### config.mk
export PLATFORM = sky130hd
export DESIGN_NAME = uart_debug_ctrl
export DESIGN_NICKNAME = d
export VERILOG_FILES = /design/src/rtl/uart_debug_ctrl.sv
export SDC_FILE = /design/constraint.sdc
export NUM_CORES = 1
export LEC_CHECK = 0
export ABC_AREA = 1
export BUFFER_PORTS_ARGS = -buffer_cell sky130_fd_sc_hd__buf_2
export CAP_MARGIN = 25
export CORE_UTILIZATION = 55
export DETAILED_ROUTE_END_ITERATION = 16
export PLACE_DENSITY = 0.8
export SYNTH_ARGS = -nofsm -noshare
export SYNTH_HDL_FRONTEND = slang
export SYNTH_SLANG_ARGS = --single-unit
### constraint.sdc
create_clock -name clk -period 3.14 [get_ports clk]
set_clock_uncertainty 0.2 [all_clocks]
set_input_delay 0.628 -clock clk [delete_from_list [all_inputs] [get_ports clk]]
set_output_delay 0.628 -clock clk [all_outputs]
set_load 0.02 [all_outputs]
### src/rtl/uart_debug_ctrl.sv
// ============================================================================
// uart_debug_ctrl
// ----------------------------------------------------------------------------
// Command/response engine sitting between uart_rx and the tx char FIFO of the
// UART debug top. It decodes single-byte commands from the receiver, emits
// single-step pulses to the pipeline clock gate, reads 32-bit probe words
// through an external selector mux and pushes formatted response bytes into
// the char FIFO while honouring its full flag.
//
// Commands (accepted only while idle):
//   'S' (0x53)        : pulse pipe_step for STEP_LEN cycles, reply "K\r\n"
//   'R' (0x52) + sel  : select probe word sel[SEL_W-1:0], reply with the word
//   anything else     : reply "?\r\n"
// Bytes that arrive while a command is executing are dropped and counted in
// drop_cnt, which saturates at 255.
//
// Build option:
//   UART_DUMP_HEX_EN  defined   -> word reply is 8 uppercase ASCII hex digits
//                                  (MS nibble first) followed by CR LF
//                     undefined -> word reply is 4 raw bytes, MS byte first,
//                                  no CR LF
//
// Parameters:
//   SEL_W     probe selector width (up to 64 probe words at the default 6)
//   STEP_LEN  pipe_step pulse width in clk cycles (1..255)
//
// Ports:
//   clk          system clock
//   rst          asynchronous active-high reset
//   rx_data      received byte, valid while rx_data_rdy is high
//   rx_data_rdy  receiver ready; each rising edge delivers one byte
//   probe_sel    selector to the external probe mux
//   probe_data   probe mux output, combinational from probe_sel
//   pipe_step    step pulse to the pipeline clock gate
//   fifo_din     byte to the char FIFO
//   fifo_wr_en   one-cycle FIFO push strobe, never asserted while fifo_full
//   fifo_full    char FIFO full
//   busy         high whenever a command is in progress
//   drop_cnt     bytes dropped while busy, saturating at 255
// ============================================================================
module uart_debug_ctrl #(
    parameter int SEL_W    = 6,
    parameter int STEP_LEN = 1
) (
    input  logic             clk,
    input  logic             rst,
    input  logic [7:0]       rx_data,
    input  logic             rx_data_rdy,
    output logic [SEL_W-1:0] probe_sel,
    input  logic [31:0]      probe_data,
    output logic             pipe_step,
    output logic [7:0]       fifo_din,
    output logic             fifo_wr_en,
    input  logic             fifo_full,
    output logic             busy,
    output logic [7:0]       drop_cnt
);

    // ------------------------------------------------------------------------
    // Constants
    // ------------------------------------------------------------------------
    localparam logic [2:0] IDLE    = 3'd0;
    localparam logic [2:0] GET_SEL = 3'd1;
    localparam logic [2:0] STEP    = 3'd2;
    localparam logic [2:0] LATCH   = 3'd3;
    localparam logic [2:0] SEND    = 3'd4;

    // Which response the SEND state is emitting.
    localparam logic [1:0] RESP_QM   = 2'd0;  // "?\r\n"
    localparam logic [1:0] RESP_OK   = 2'd1;  // "K\r\n"
    localparam logic [1:0] RESP_WORD = 2'd2;  // probe word

    localparam logic [7:0] CMD_STEP = 8'h53;  // 'S'
    localparam logic [7:0] CMD_READ = 8'h52;  // 'R'
    localparam logic [7:0] CH_QM    = 8'h3F;  // '?'
    localparam logic [7:0] CH_OK    = 8'h4B;  // 'K'
    localparam logic [7:0] CH_CR    = 8'h0D;
    localparam logic [7:0] CH_LF    = 8'h0A;

    // Index of the final byte of each response.
    localparam logic [3:0] CHAR_LAST = 4'd2;
`ifdef UART_DUMP_HEX_EN
    localparam logic [3:0] WORD_LAST = 4'd9;
`else
    localparam logic [3:0] WORD_LAST = 4'd3;
`endif

    // The pulse counter counts down from STEP_LEN-1 so that the pulse lasts
    // exactly STEP_LEN cycles including the cycle the STEP state is entered.
    localparam logic [7:0] STEP_LAST = 8'(STEP_LEN - 1);

    // ------------------------------------------------------------------------
    // State
    // ------------------------------------------------------------------------
    logic [2:0]       state;
    logic             rdy_q;       // rx_data_rdy history for edge detection
    logic [7:0]       step_cnt;    // remaining pipe_step cycles minus one
    logic [1:0]       resp_kind;
    logic [3:0]       byte_idx;    // index of the next response byte to push
    logic [31:0]      shadow;      // probe word captured on leaving LATCH
    logic [SEL_W-1:0] sel_q;
    logic             step_q;
    logic [7:0]       drop_q;

    // ------------------------------------------------------------------------
    // Combinational decode
    // ------------------------------------------------------------------------
    logic       byte_event;
    logic       push;
    logic [3:0] last_idx;
    logic [7:0] resp_byte;

    // One event per rising edge of rx_data_rdy; a held-high rdy is ignored.
    assign byte_event = rx_data_rdy & ~rdy_q;

    // fifo_full is used combinationally so a byte is never offered while full
    // and the index simply holds until space appears.
    assign push = (state == SEND) && !fifo_full;

    assign last_idx = (resp_kind == RESP_WORD) ? WORD_LAST : CHAR_LAST;

    // Uppercase ASCII hex digit for one nibble.
    function automatic logic [7:0] hex_char(input logic [3:0] nib);
        if (nib < 4'd10) begin
            return 8'h30 + {4'h0, nib};
        end
        return 8'h37 + {4'h0, nib};   // 0x37 + 10 = 'A'
    endfunction

`ifdef UART_DUMP_HEX_EN
    logic [2:0] nib_sel;
    assign nib_sel = 3'd7 - byte_idx[2:0];
`else
    logic [1:0] byte_sel;
    assign byte_sel = 2'd3 - byte_idx[1:0];
`endif

    always_comb begin
        // NOTE: every always_comb output gets a default first; a path that
        // leaves it unassigned would otherwise infer a latch.
        resp_byte = 8'h00;
        case (resp_kind)
            RESP_QM, RESP_OK: begin
                case (byte_idx)
                    4'd0:    resp_byte = (resp_kind == RESP_OK) ? CH_OK : CH_QM;
                    4'd1:    resp_byte = CH_CR;
                    default: resp_byte = CH_LF;
                endcase
            end
            default: begin
`ifdef UART_DUMP_HEX_EN
                if (byte_idx == 4'd8) begin
                    resp_byte = CH_CR;
                end else if (byte_idx == 4'd9) begin
                    resp_byte = CH_LF;
                end else begin
                    resp_byte = hex_char(shadow[{nib_sel, 2'b00} +: 4]);
                end
`else
                resp_byte = shadow[{byte_sel, 3'b000} +: 8];
`endif
            end
        endcase
    end

    // ------------------------------------------------------------------------
    // Sequential control
    // ------------------------------------------------------------------------
    always_ff @(posedge clk or posedge rst) begin
        if (rst) begin
            state     <= IDLE;
            rdy_q     <= 1'b0;
            step_cnt  <= 8'h00;
            resp_kind <= RESP_QM;
            byte_idx  <= 4'd0;
            // NOTE: the shadow word is reset with everything else; it is a
            // single register, not a memory array, so the reset costs nothing
            // and keeps the first word response deterministic in simulation.
            shadow    <= 32'h0;
            sel_q     <= '0;
            step_q    <= 1'b0;
            drop_q    <= 8'h00;
        end else begin
            // NOTE: non-blocking assignments throughout, so every decision
            // below sees the register values from before this edge.
            rdy_q <= rx_data_rdy;

            // A byte arriving in any state other than IDLE/GET_SEL is lost;
            // this includes the cycle in which SEND finishes.
            if (byte_event && (state != IDLE) && (state != GET_SEL)
                && (drop_q != 8'hFF)) begin
                drop_q <= drop_q + 8'h01;
            end

            case (state)
                IDLE: begin
                    if (byte_event) begin
                        case (rx_data)
                            CMD_STEP: begin
                                state    <= STEP;
                                step_q   <= 1'b1;
                                step_cnt <= STEP_LAST;
                            end
                            CMD_READ: begin
                                state <= GET_SEL;
                            end
                            default: begin
                                state     <= SEND;
                                resp_kind <= RESP_QM;
                                byte_idx  <= 4'd0;
                            end
                        endcase
                    end
                end

                GET_SEL: begin
                    if (byte_event) begin
                        sel_q <= SEL_W'(rx_data);
                        state <= LATCH;
                    end
                end

                LATCH: begin
                    // The mux has had a full cycle to settle on the new sel.
                    shadow    <= probe_data;
                    resp_kind <= RESP_WORD;
                    byte_idx  <= 4'd0;
                    state     <= SEND;
                end

                STEP: begin
                    if (step_cnt == 8'h00) begin
                        step_q    <= 1'b0;
                        resp_kind <= RESP_OK;
                        byte_idx  <= 4'd0;
                        state     <= SEND;
                    end else begin
                        step_cnt <= step_cnt - 8'h01;
                    end
                end

                SEND: begin
                    if (push) begin
                        if (byte_idx == last_idx) begin
                            byte_idx <= 4'd0;
                            state    <= IDLE;
                        end else begin
                            byte_idx <= byte_idx + 4'd1;
                        end
                    end
                end

                default: begin
                    state <= IDLE;
                end
            endcase
        end
    end

    // ------------------------------------------------------------------------
    // Outputs
    // ------------------------------------------------------------------------
    assign probe_sel  = sel_q;
    assign pipe_step  = step_q;
    assign fifo_wr_en = push;
    assign fifo_din   = (state == SEND) ? resp_byte : 8'h00;
    assign busy       = (state != IDLE);
    assign drop_cnt   = drop_q;

    // ------------------------------------------------------------------------
    // Protocol properties
    // ------------------------------------------------------------------------
    a_no_push_when_full : assert property (
        @(posedge clk) disable iff (rst) fifo_full |-> !fifo_wr_en);

    a_step_only_in_step : assert property (
        @(posedge clk) disable iff (rst) pipe_step |-> (state == STEP));

endmodule

==> reports/metrics.yaml <==
status: "finished, final reports clean"
cap_violations: 0
setup_tns_ns: 0
cts_tree: "done"
die_w_um: 81.3
worst_path_most_repeated_cell: "nand2_1"
crit_family: "flip-flops"
clk_latency_ns: 0.34
gp_congestion: 0.856
fmax_mhz: 339
grt_max_degree: 40
path_cells: "clkinvlp_4, ha_1, nand2_1, nand2_1, o211ai_1, a21oi_1, buf_2"
hold_path_class: "input port to asynchronous set/reset pin"
synth.largest_area_cell: "dfrtp_1"
vdd_drop_max_v: 0.000467
vias_per_cell: 5.11
end_kind: "primary output"
cts.sinks: 65
finalSetupViolCount: 0
worst_slew_pin_slew_ns: 0.657
syn_avg_cell_area_um2: 8.53
r2r-start: "step_cnt[0]$_DFFE_PP0P_"
place_ws_ns: 0.534
postCtsHoldBufs: 0
hold_violations: 0
synth_area_leaders: "dfrtp_1, nand2_1, mux2_2"
cts_max_level: 3
antenna_found_initial: 0
ys_ff_latch: 65
critPathMaxStageDelay_ns: 0.62
grt_pass1_vias: 2722
area_delta_synth_final_pct: 18.3
drive_above_1_share: 0.287
syn_inst: 405
reg2reg_depth: 9
die_area_um2: 6600
clkTransAtPathRegs_ns: 0.07
fill_cells: 473
synthDominantCellAreaShare: 0.471
route.detailed.drc: 0
vias: 2859
r2r_setup_slack_ns: 1.20
wirelength_um: 7460
drt_iter0_markers: 209
synthesis.nets: 455
cts_inserted_buffers: 9
cp.buffers_inverters: 2
ant_nets: 0
cts_root_buffer: "clkbuf_8"
power_density_nw_per_um2: 663
path_max_fanout: 11
coreArea_um2: 5990
fp.dieH_um: 81.3
cp.required_ns: 2.31
layout.nets: 529
row_count: 28
portBuffers: 68
initial_utilization: 0.577
finalCritPeriodShare: 0.939
rsz0062_at_grt: "no"
yosysWarnings: 0
ys_seq_area_frac: 0.471
critPathKind: "register to primary output"
relSlewSlack: 0.562
synth_cell_types: 30
grt_pass1_wl_um: 12200
regArea_um2: 1630
first_pass_iters: 5
critPathLaunchType: "register"
multiInputGateArea_um2: 1600
slew_viol_final: 0
num_antenna_cells: 0
crit_arrival_ns: 2.12
gr-total-overflow: 0
timing.final.ws_setup_ns: 0.192
wire_per_inst_um: 13.3
syn_area_um2: 3450
grt_use_total: 0.247
cp_slowest_cell: "dfrtp_1"
io_pins: 69
period_minus_slack_ns: 2.95
clockBufferDepth: 2
dp.final_hpwl_um: 5370
p_leak_uw: 0.00218
r2r-end: "step_cnt[6]$_DFFE_PP0P_"
## synth_stat cells
| master | instances |
|---|---|
| a21oi_1 | 12 |
| a221oi_1 | 1 |
| a31oi_1 | 4 |
| a32oi_1 | 1 |
| buf_2 | 9 |
| buf_4 | 1 |
| buf_6 | 1 |
| clkbuf_1 | 1 |
| dfrtp_1 | 65 |
| ha_1 | 6 |
| inv_1 | 41 |
| inv_2 | 2 |
| mux2_2 | 28 |
| nand2_1 | 115 |
| nand2_2 | 3 |
| nand2_4 | 1 |
| nand3_1 | 24 |
| nand3b_1 | 1 |
| nand4_1 | 4 |
| nor2_1 | 37 |
| nor2_2 | 3 |
| nor2_4 | 5 |
| nor3_1 | 3 |
| o211ai_1 | 7 |
| o21ai_0 | 12 |
| o21ai_2 | 4 |
| o22ai_1 | 1 |
| or2_2 | 2 |
| xnor2_1 | 3 |
| xor2_1 | 8 |
## registers in the layout, summed over array words and instances (netlist names)
signal	count
shadow	32
drop_cnt	8
step_cnt	8
probe_sel	6
byte_idx	4
state	3
resp_kind	2
pipe_step	1
rdy_q	1
## stage by stage
stage	hold WS (ns)	total power [uW]	instances	area, um^2	utilization
2_1_floorplan	0.258	1680	405	3450	-
3_3_place_gp	0.268	1910	540	3850	0.643
4_1_cts	0.195	2680	556	4060	0.678
6_report	0.171	2710	559	4090	0.682
5_1_grt	0.190	2890	559	4090	0.682
3_5_place_dp	0.272	1940	540	3850	0.643
## logic make-up after synthesis
kind of cell    count (synthesis)  synth area share
compound gates                 42            0.0742
xor+xnor                       11            0.0279
simple gates                  198             0.248
fa+ha+maj                       6            0.0217
flops                          65             0.471
mux                            28            0.0913
buf+inv                        55            0.0663
## worst max-delay path by stage
stage / start / end / slack, ns / cells after the start
2_1_floorplan: byte_idx[0]$_DFFE_PP0P_ / fifo_din[4] / 0.68 / 8
3_3_place_gp: byte_idx[1]$_DFFE_PP0P_ / fifo_din[4] / 0.61 / 7
3_5_place_dp: byte_idx[1]$_DFFE_PP0P_ / fifo_din[4] / 0.53 / 7
4_1_cts: byte_idx[1]$_DFFE_PP0P_ / fifo_din[5] / 0.14 / 7
5_1_grt: byte_idx[1]$_DFFE_PP0P_ / fifo_din[2] / 0.1 / 7
6_report: byte_idx[1]$_DFFE_PP0P_ / fifo_din[2] / 0.19 / 7
## cell usage in the layout, fill, tap and decap left out, types with 7 or more instances in the layout
cell and count:
buf_2 68, clkbuf_8 12, o21ai_0 12, dfrtp_1 65, nand3_1 24, buf_4 7, xor2_1 8, inv_1 39
a21oi_1 12, o211ai_1 7, mux2_2 28, nor2_1 37, nand2_1 115
## routing by layer
metal	vias up	global-route usage	part of all wire
met1	1328	0.317	0.47
met3	11	0.0742	0.038
met5	-	0	0
li1	1454	-	-
met4	0	0.0821	0.013
met2	66	0.397	0.48
## power by group
part,internal [uW],total (uW),switching [uW]
Sequential,920,1010,94.2
Clock,432,749,317
Combinational,339,947,608
## what timing repair did
| item | 4_1_cts | 5_1_grt |
|---|---|---|
| buffers inserted | 0 | 3 |
| resized for setup | 0 | 1 |
| setup endpoints to repair | 0 | 1 |
| endpoints found under the hold margin | 0 | 0 |
## final cells by class
| class | count | area share |
|---|---|---|
| inverter | 43 | 0.0404 |
| tap | 75 | 0.0230 |
| multi-input combinational | 285 | 0.391 |
| timing repair buffer | 75 | 0.0962 |
| clock buffer | 14 | 0.0423 |
| sequential | 65 | 0.398 |
| clock inverter | 2 | 0.00858 |
Note: power is estimated with default switching activity, not from simulation.
